[config.mk]
export PLATFORM = sky130hd
export DESIGN_NAME = plic_gateway_array
export DESIGN_NICKNAME = d
export VERILOG_FILES = /design/src/rtl/plic_pkg.sv /design/src/rtl/plic_gateway.sv /design/src/rtl/plic_gateway_array.sv
export SDC_FILE = /design/constraint.sdc
export NUM_CORES = 1
export LEC_CHECK = 0
export ABC_AREA = 1
export CAP_MARGIN = 25
export CORE_ASPECT_RATIO = 1.4
export CORE_MARGIN = 3
export CORE_UTILIZATION = 34
export CTS_CLUSTER_SIZE = 14
export DETAILED_ROUTE_END_ITERATION = 8
export PLACE_DENSITY_LB_ADDON = 0.1
export SYNTH_ARGS = -nofsm -noshare
export SYNTH_HDL_FRONTEND = slang
export SYNTH_HIERARCHICAL = 1
export SYNTH_SLANG_ARGS = --single-unit
[constraint.sdc]
create_clock -name ck -period 1.7 [get_ports ck]
set_clock_uncertainty 0.1 [all_clocks]
set_input_delay 0.34 -clock ck [delete_from_list [all_inputs] [get_ports ck]]
set_output_delay 0.34 -clock ck [all_outputs]
set_load 0.02 [all_outputs]
[src/rtl/plic_pkg.sv]
`default_nettype none
// ============================================================================
//  Module   : plic_pkg
//  Brief    : Shared types and constants for the PLIC gateway array.
//  Revision : 1.0 - initial release
// ============================================================================
package plic_pkg;

  // Per-source gateway state.
  typedef enum logic [1:0] {
    IDLE       = 2'd0,
    PENDING    = 2'd1,
    IN_SERVICE = 2'd2
  } gw_state_e;

  // ID 0 is reserved to mean "no interrupt"; real sources are 1..N.
  localparam int unsigned NO_INTERRUPT_ID = 0;

endpackage
`default_nettype wire

[src/rtl/plic_gateway.sv]
`default_nettype none
// ============================================================================
//  Module   : plic_gateway
//  Brief    : One interrupt source gateway: level/edge capture, saturating
//             edge counter, claim/complete handshake keyed on its own ID.
//  Revision : 1.0 - initial release
// ============================================================================
module plic_gateway
  import plic_pkg::*;
#(
  parameter int unsigned               ID_BITWIDTH    = 3,
  parameter int unsigned               EDGE_CNT_WIDTH = 2,
  parameter logic [ID_BITWIDTH-1:0]    OWN_ID         = 1
) (
  input  logic                   ck,
  input  logic                   rst_n,
  input  logic                   irq_i,
  input  logic                   edge_sel_i,
  input  logic                   claim_valid_i,
  input  logic [ID_BITWIDTH-1:0] claim_id_i,
  input  logic                   complete_valid_i,
  input  logic [ID_BITWIDTH-1:0] complete_id_i,
  output logic                   pending_o,
  output logic                   in_service_o
);

  localparam logic [EDGE_CNT_WIDTH-1:0] CNT_MAX  = '1;
  localparam logic [EDGE_CNT_WIDTH-1:0] CNT_ZERO = '0;
  localparam logic [ID_BITWIDTH-1:0]    NONE_ID  = ID_BITWIDTH'(NO_INTERRUPT_ID);

  gw_state_e                 state_q, state_d;
  logic [EDGE_CNT_WIDTH-1:0] cnt_q, cnt_d;
  logic                      irq_q;
  logic                      pending_q, in_service_q;

  logic w_rise;
  logic w_claim_hit;
  logic w_complete_hit;

  // An edge is only meaningful in edge mode; level mode never touches the counter.
  assign w_rise         = edge_sel_i & irq_i & ~irq_q;
  // ID 0 can never match a real gateway, and IDs above the array size have no owner.
  assign w_claim_hit    = claim_valid_i    && (claim_id_i    == OWN_ID) && (claim_id_i    != NONE_ID);
  assign w_complete_hit = complete_valid_i && (complete_id_i == OWN_ID) && (complete_id_i != NONE_ID);

  // Next state and next edge count.
  always_comb begin
    state_d = state_q;
    cnt_d   = cnt_q;
    case (state_q)
      IDLE: begin
        if (edge_sel_i) begin
          if (w_rise) begin
            state_d = PENDING;                 // fresh edge: banked edges stay banked
          end else if (cnt_q != CNT_ZERO) begin
            state_d = PENDING;                 // replay one banked edge
            cnt_d   = cnt_q - 1'b1;
          end
        end else if (irq_i) begin
          state_d = PENDING;
        end
      end
      PENDING: begin
        if (w_claim_hit) state_d = IN_SERVICE; // claim wins over a same-cycle complete
      end
      IN_SERVICE: begin
        if (w_complete_hit) state_d = IDLE;
      end
      default: state_d = IDLE;
    endcase
    // Edges arriving while busy are banked, saturating at the counter maximum.
    if (w_rise && (state_q != IDLE) && (cnt_q != CNT_MAX)) begin
      cnt_d = cnt_q + 1'b1;
    end
  end

  // Gateway FSM, edge counter, irq history and registered status flags.
  always_ff @(posedge ck or negedge rst_n) begin
    if (!rst_n) begin
      state_q      <= IDLE;
      cnt_q        <= '0;
      irq_q        <= 1'b0;
      pending_q    <= 1'b0;
      in_service_q <= 1'b0;
    end else begin
      state_q      <= state_d;
      cnt_q        <= cnt_d;
      irq_q        <= irq_i;
      pending_q    <= (state_d == PENDING);
      in_service_q <= (state_d == IN_SERVICE);
    end
  end

  assign pending_o    = pending_q;
  assign in_service_o = in_service_q;

endmodule
`default_nettype wire

[src/rtl/plic_gateway_array.sv]
`default_nettype none
// ============================================================================
//  Module   : plic_gateway_array
//  Brief    : Array of per-source gateways feeding the find-max tree with
//             pending-masked priorities and constant source identifiers.
//  Revision : 1.0 - initial release
// ============================================================================
module plic_gateway_array
  import plic_pkg::*;
#(
  parameter int unsigned NUM_SOURCES       = 3,
  parameter int unsigned ID_BITWIDTH       = 3,
  parameter int unsigned PRIORITY_BITWIDTH = 4,
  parameter int unsigned EDGE_CNT_WIDTH    = 2
) (
  input  logic                         ck,
  input  logic                         rst_n,
  input  logic [NUM_SOURCES-1:0]       irq_sources_i,
  input  logic [NUM_SOURCES-1:0]       edge_sel_i,
  input  logic [PRIORITY_BITWIDTH-1:0] priorities_cfg_i [NUM_SOURCES],
  input  logic                         claim_valid_i,
  input  logic [ID_BITWIDTH-1:0]       claim_id_i,
  input  logic                         complete_valid_i,
  input  logic [ID_BITWIDTH-1:0]       complete_id_i,
  output logic [PRIORITY_BITWIDTH-1:0] priorities_o     [NUM_SOURCES],
  output logic [ID_BITWIDTH-1:0]       identifiers_o    [NUM_SOURCES],
  output logic [NUM_SOURCES-1:0]       pending_o,
  output logic [NUM_SOURCES-1:0]       in_service_o
);

  for (genvar i = 0; i < NUM_SOURCES; i++) begin : g_gateway
    plic_gateway #(
      .ID_BITWIDTH    (ID_BITWIDTH),
      .EDGE_CNT_WIDTH (EDGE_CNT_WIDTH),
      .OWN_ID         (ID_BITWIDTH'(i + 1))
    ) u_gateway (
      .ck               (ck),
      .rst_n            (rst_n),
      .irq_i            (irq_sources_i[i]),
      .edge_sel_i       (edge_sel_i[i]),
      .claim_valid_i    (claim_valid_i),
      .claim_id_i       (claim_id_i),
      .complete_valid_i (complete_valid_i),
      .complete_id_i    (complete_id_i),
      .pending_o        (pending_o[i]),
      .in_service_o     (in_service_o[i])
    );

    // Identifiers are fixed wiring; a non-pending source presents priority 0
    // so it can never win the find-max tree against a real request.
    assign identifiers_o[i] = ID_BITWIDTH'(i + 1);
    assign priorities_o[i]  = pending_o[i] ? priorities_cfg_i[i] : '0;
  end

endmodule
`default_nettype wire

# Yosys cells after proc, flatten, opt, wreduce, memory -nomap -nowiden
# Cells that the tools add are included.
[classes]
n_addsub = 6
mul = 0
div = 0
magnitude_cmp = 0
n_eq_ne = 24
shifts = 0
mux = 39
bitwise_logic = 9
n_reduce_logical = 41
[op_table]
columns = ["op", "n"]
rows = [
  ["$mux 2", 33],
  ["$reduce_bool 2->1", 15],
  ["$logic_and 1x1->1", 18],
  ["$pmux 2 s3", 3],
  ["$eq 2x1->1 const B", 6],
  ["$eq 2x2->1 const B", 6],
  ["$eq 3x2->1 const B", 4],
  ["$mux 4", 3],
  ["$ne 2x2->1 const B", 6],
  ["$reduce_and 4->1", 3],
  ["$add 2x1->2 const B", 3],
  ["$and 1x1->1", 6],
  ["$eq 3x1->1 const B", 2],
  ["$logic_not 2->1", 3],
  ["$reduce_bool 3->1", 2],
  ["$sub 2x1->2 const B", 3],
  ["$not 1->1", 3],
]
[totals]
ff_bits = 21
latchBits = 0
ram_bits = 0
rom_bits = 0
in_bits = 28
memories = 0

# Depth between registers and ports, before layout
[logic_depth]
word_depth = 6
depth_mapped = 7
depth_no_buf = 7

# Cells and area by module
# The synthesis kept the hierarchy.
[by_module_without_submodules]
columns = ["mod", "instances", "cells_per_inst", "area_each_um2", "seq_area_each_um2"]
rows = [
  ["plic_gateway (g_gateway[0].u_gateway ...)", 2, 49, 359.1, 175.2],
  ["plic_gateway (g_gateway[2].u_gateway)", 1, 49, 357.8, 175.2],
  ["plic_gateway_array", 1, 35, 165.2, 0.0],
]

# Least setup slack after synthesis
# No wires, ideal clock.
[synth_path]
path_type = "register to output"
start = "register g_gateway[2].u_gateway.pending_q"
end = "output priorities_o[0] in the netlist's numbering"
arrival_ns = 0.695
required_ns = 1.260
path_slack_ns = 0.565
stages_incl_launch_ff = 3
path_buffers = 0
cell_sequence = "dfrtp_1 nand2_1 inv_1"
[synth_lines]
columns = ["item", "line", "rtl"]
rows = [
  ["start, declared", "plic_gateway.sv:34", "logic pending_q, in_service_q;"],
  ["start signal, assigned", "plic_gateway.sv:89", "pending_q <= (state_d == PENDING);"],
  ["end, declared", "plic_gateway_array.sv:25", "output logic [PRIORITY_BITWIDTH-1:0] priorities_o [NUM_SOURCES],"],
]

==> flow_summary.ini <==
[route]
dr_total_vias = 1154
drc = 0
ant_nets = 0
wirelength_um = 2710
drt_iter0_drc = 23
firstDrtPassIters = 4
wire_per_inst_um = 10.0
vias_per_cell = 4.27

[power_and_ir_drop]
switching_share = 0.426
p_leak_nw = 0.965
seqPwrFrac = 0.374
powerDensity_nw_per_um2 = 1220
ir_drop_mv = 0.702
pwr-share-clk = 0.153
p_switching_uw = 902
p_int_mw = 1.21
pwr-share-comb = 0.472

[yosys]
syn_area_per_cell_sq_um = 6.82
synth_largest_area_cell = dfrtp_1
yosysUniqueCellTypes = 12
syn_area_sq_um = 1240
ys_seq_area_frac = 0.423
synth-seq-cells = 21
synth_top_cell_area_share = 0.423
yosysWarnings = 6
postSynthCellCount = 182
synth.area.top_cells = dfrtp_1 42%, nand2_1 16%, inv_1 11%

[global_route]
grt_max_degree = 22
grt_remaining_overflow = 0
gr-usage-all-layers = 0.135
grt_pass1_wl_um = 4950
first_global_vias = 1216
antenna_found_initial = 0

[setup_path]
r2r_end = g_gateway[2].u_gateway/cnt_q[1]
timing.critical_path.from = priorities_cfg_i[2]
cp.depth = 4
worstPathCellList = clkdlybuf4s50_1, nand2_1, inv_1, dlygate4sd2_1
crit_buf_inv = 3
path_class = in2out
cp.required_ns = 1.26
cp-start-kind = primary input
r2r_start = g_gateway[2].u_gateway/state_q[0]
critPathCapture = priorities_o[2]
worst-path-max-fanout = 1
reg2reg_depth = 6
crit_path_end_kind = output port
worst_path_largest_cell_delay_ns = 0.46
cp_top_family = buffers and inverters
crit_slowest_cell = clkdlybuf4s50_1
r2r_slack_ns = 0.57
critPathArrivalTime_ns = 1.23

[placed_design]
io_buffers = 45
placedCellCount = 266
place_area_sq_um = 1710
gp_congestion = 0.673
dp_hpwl_um = 2310

[cts]
ctsHoldBuffers = 0
cts_buffer_depth = 2
numCtsBuffers = 3
clkTransAtPathRegs_ns = 0.08
cts_tree = built
clock_latency_ns = 0.25
clockRootBuffer = clkbuf_8
cts.htree.levels = 1
cts_setup_buffers = 0
clock-sinks = 21

[floorplanning]
initial_core_util = 0.361
fp.dieH_um = 77.5
coreArea_sq_um = 3440
num_rows = 25
die_width_um = 57.1
io_pins = 55
die_area_sq_um = 4420

[finish]
layout-drive-gt1-share = 0.0696
finalInstanceArea_sq_um = 1740
layout.cells.non_filler = 270
multi_input_area_sq_um = 536
antenna_cells = 0
seqCellArea_sq_um = 526
fin_util = 0.505
n_fill_cell = 345
syn_to_final_growth_pct = 40.1
nets = 259

[hold_path]
min_path_type = in2async

[timing]
setup-violations-final = 0
rsz0062_at_grt = false
min_period_ns = 1.67
whs_ns = 0.340
max_freq_ghz = 0.600
slew_viol_final = 0
hold_violations = 0
fin_crit_sh = 0.980

[job]
drv_cap = 0

[status]
run_status = finished, final reports clean
## flip-flops by register name, indices dropped and copies added, names as in the netlist
signal / flops
g_gateway.u_gateway/in_service_o: 3
g_gateway.u_gateway/irq_q: 3
g_gateway.u_gateway/state_q: 6
g_gateway.u_gateway/cnt_q: 6
g_gateway.u_gateway/pending_o: 3
## final cells by class
| type | count | share of cell area |
|---|---|---|
| Inverter | 37 | 0.0799 |
| Timing Repair Buffer | 46 | 0.255 |
| Tap cell | 40 | 0.0288 |
| Sequential cell | 21 | 0.302 |
| Multi-Input combinational cell | 122 | 0.308 |
| Clock buffer | 4 | 0.0259 |
## worst min path at each step
stage                                          end                              start  cells past startpoint  slack [ns]
2_1_floorplan      g_gateway[0].u_gateway/cnt_q[0]                              rst_n                      0       -0.06
3_3_place_gp     g_gateway[1].u_gateway/state_q[1]  g_gateway[1].u_gateway/state_q[1]                      2        0.44
3_5_place_dp     g_gateway[2].u_gateway/state_q[0]  g_gateway[2].u_gateway/state_q[1]                      3        0.47
4_1_cts           g_gateway[2].u_gateway/pending_o                              rst_n                      2        0.34
5_1_grt        g_gateway[2].u_gateway/in_service_o                              rst_n                      2        0.36
6_report       g_gateway[2].u_gateway/in_service_o                              rst_n                      2        0.34
## layout by cell type (no fill, tap or decap)
cell type        Yosys  layout
a21oi_1              3       3
buf_4                9       1
clkbuf_1             0       1
clkbuf_2             0       1
clkbuf_8             0       3
clkdlybuf4s15_1      0       7
clkdlybuf4s50_1      0      30
conb_1               2       9
dfrtp_1             21      21
dlygate4sd2_1        0       7
inv_1               37      37
nand2_1             54      54
nand2_4              3       3
nand3_1             16      16
nand4_1              1       1
nor2_1              21      21
nor2_2               8       8
o21ai_0              7       7
## routing by layer
metal	global-route usage	vias up	routed length (um)
li1	-	617	-
met1	0.151	514	1060
met2	0.259	23	1520
met3	0.0216	0	126
met4	0.0348	0	0
met5	0	-	0
## cells in the mapped netlist
master	n
nand2_1	54
inv_1	37
dfrtp_1	21
nor2_1	21
nand3_1	16
buf_4	9
nor2_2	8
o21ai_0	7
a21oi_1	3
nand2_4	3
conb_1	2
nand4_1	1
## cell families (layout without fill, tap and decap cells)
family          Yosys count  after routing  share of synthesized area
simple gates            103            103                      0.364
buf+inv                  46             87                      0.166
flops                    21             21                      0.423
compound gates           10             10                     0.0403
other cells               2              9                    0.00605
## power groups by stage
stage / clock, mW / combinational (mW) / sequential (mW)
finish: 0.324 / 1.00 / 0.793
global route: 0.363 / 1.16 / 0.821
CTS: 0.340 / 1.01 / 0.791
detailed placement: 0 / 1.08 / 0.803
global placement: 0 / 1.05 / 0.791
floorplan: 0 / 0.650 / 0.827
## timing repair
action	CTS	global route
endpoints found under the setup margin	15	8
hold endpoints to repair	0	0
resized for setup	15	9
## through the flow
stage / total power, mW / setup WS (ns) / setup TNS (ns)
2_1_floorplan: 1.48 / 0.565 / 0
3_3_place_gp: 1.84 / -0.224 / -2.64
3_5_place_dp: 1.89 / -0.248 / -2.81
4_1_cts: 2.14 / 0.0252 / 0
5_1_grt: 2.34 / 0.00127 / 0
6_report: 2.12 / 0.0344 / 0
(Power assumes the default switching activity.)
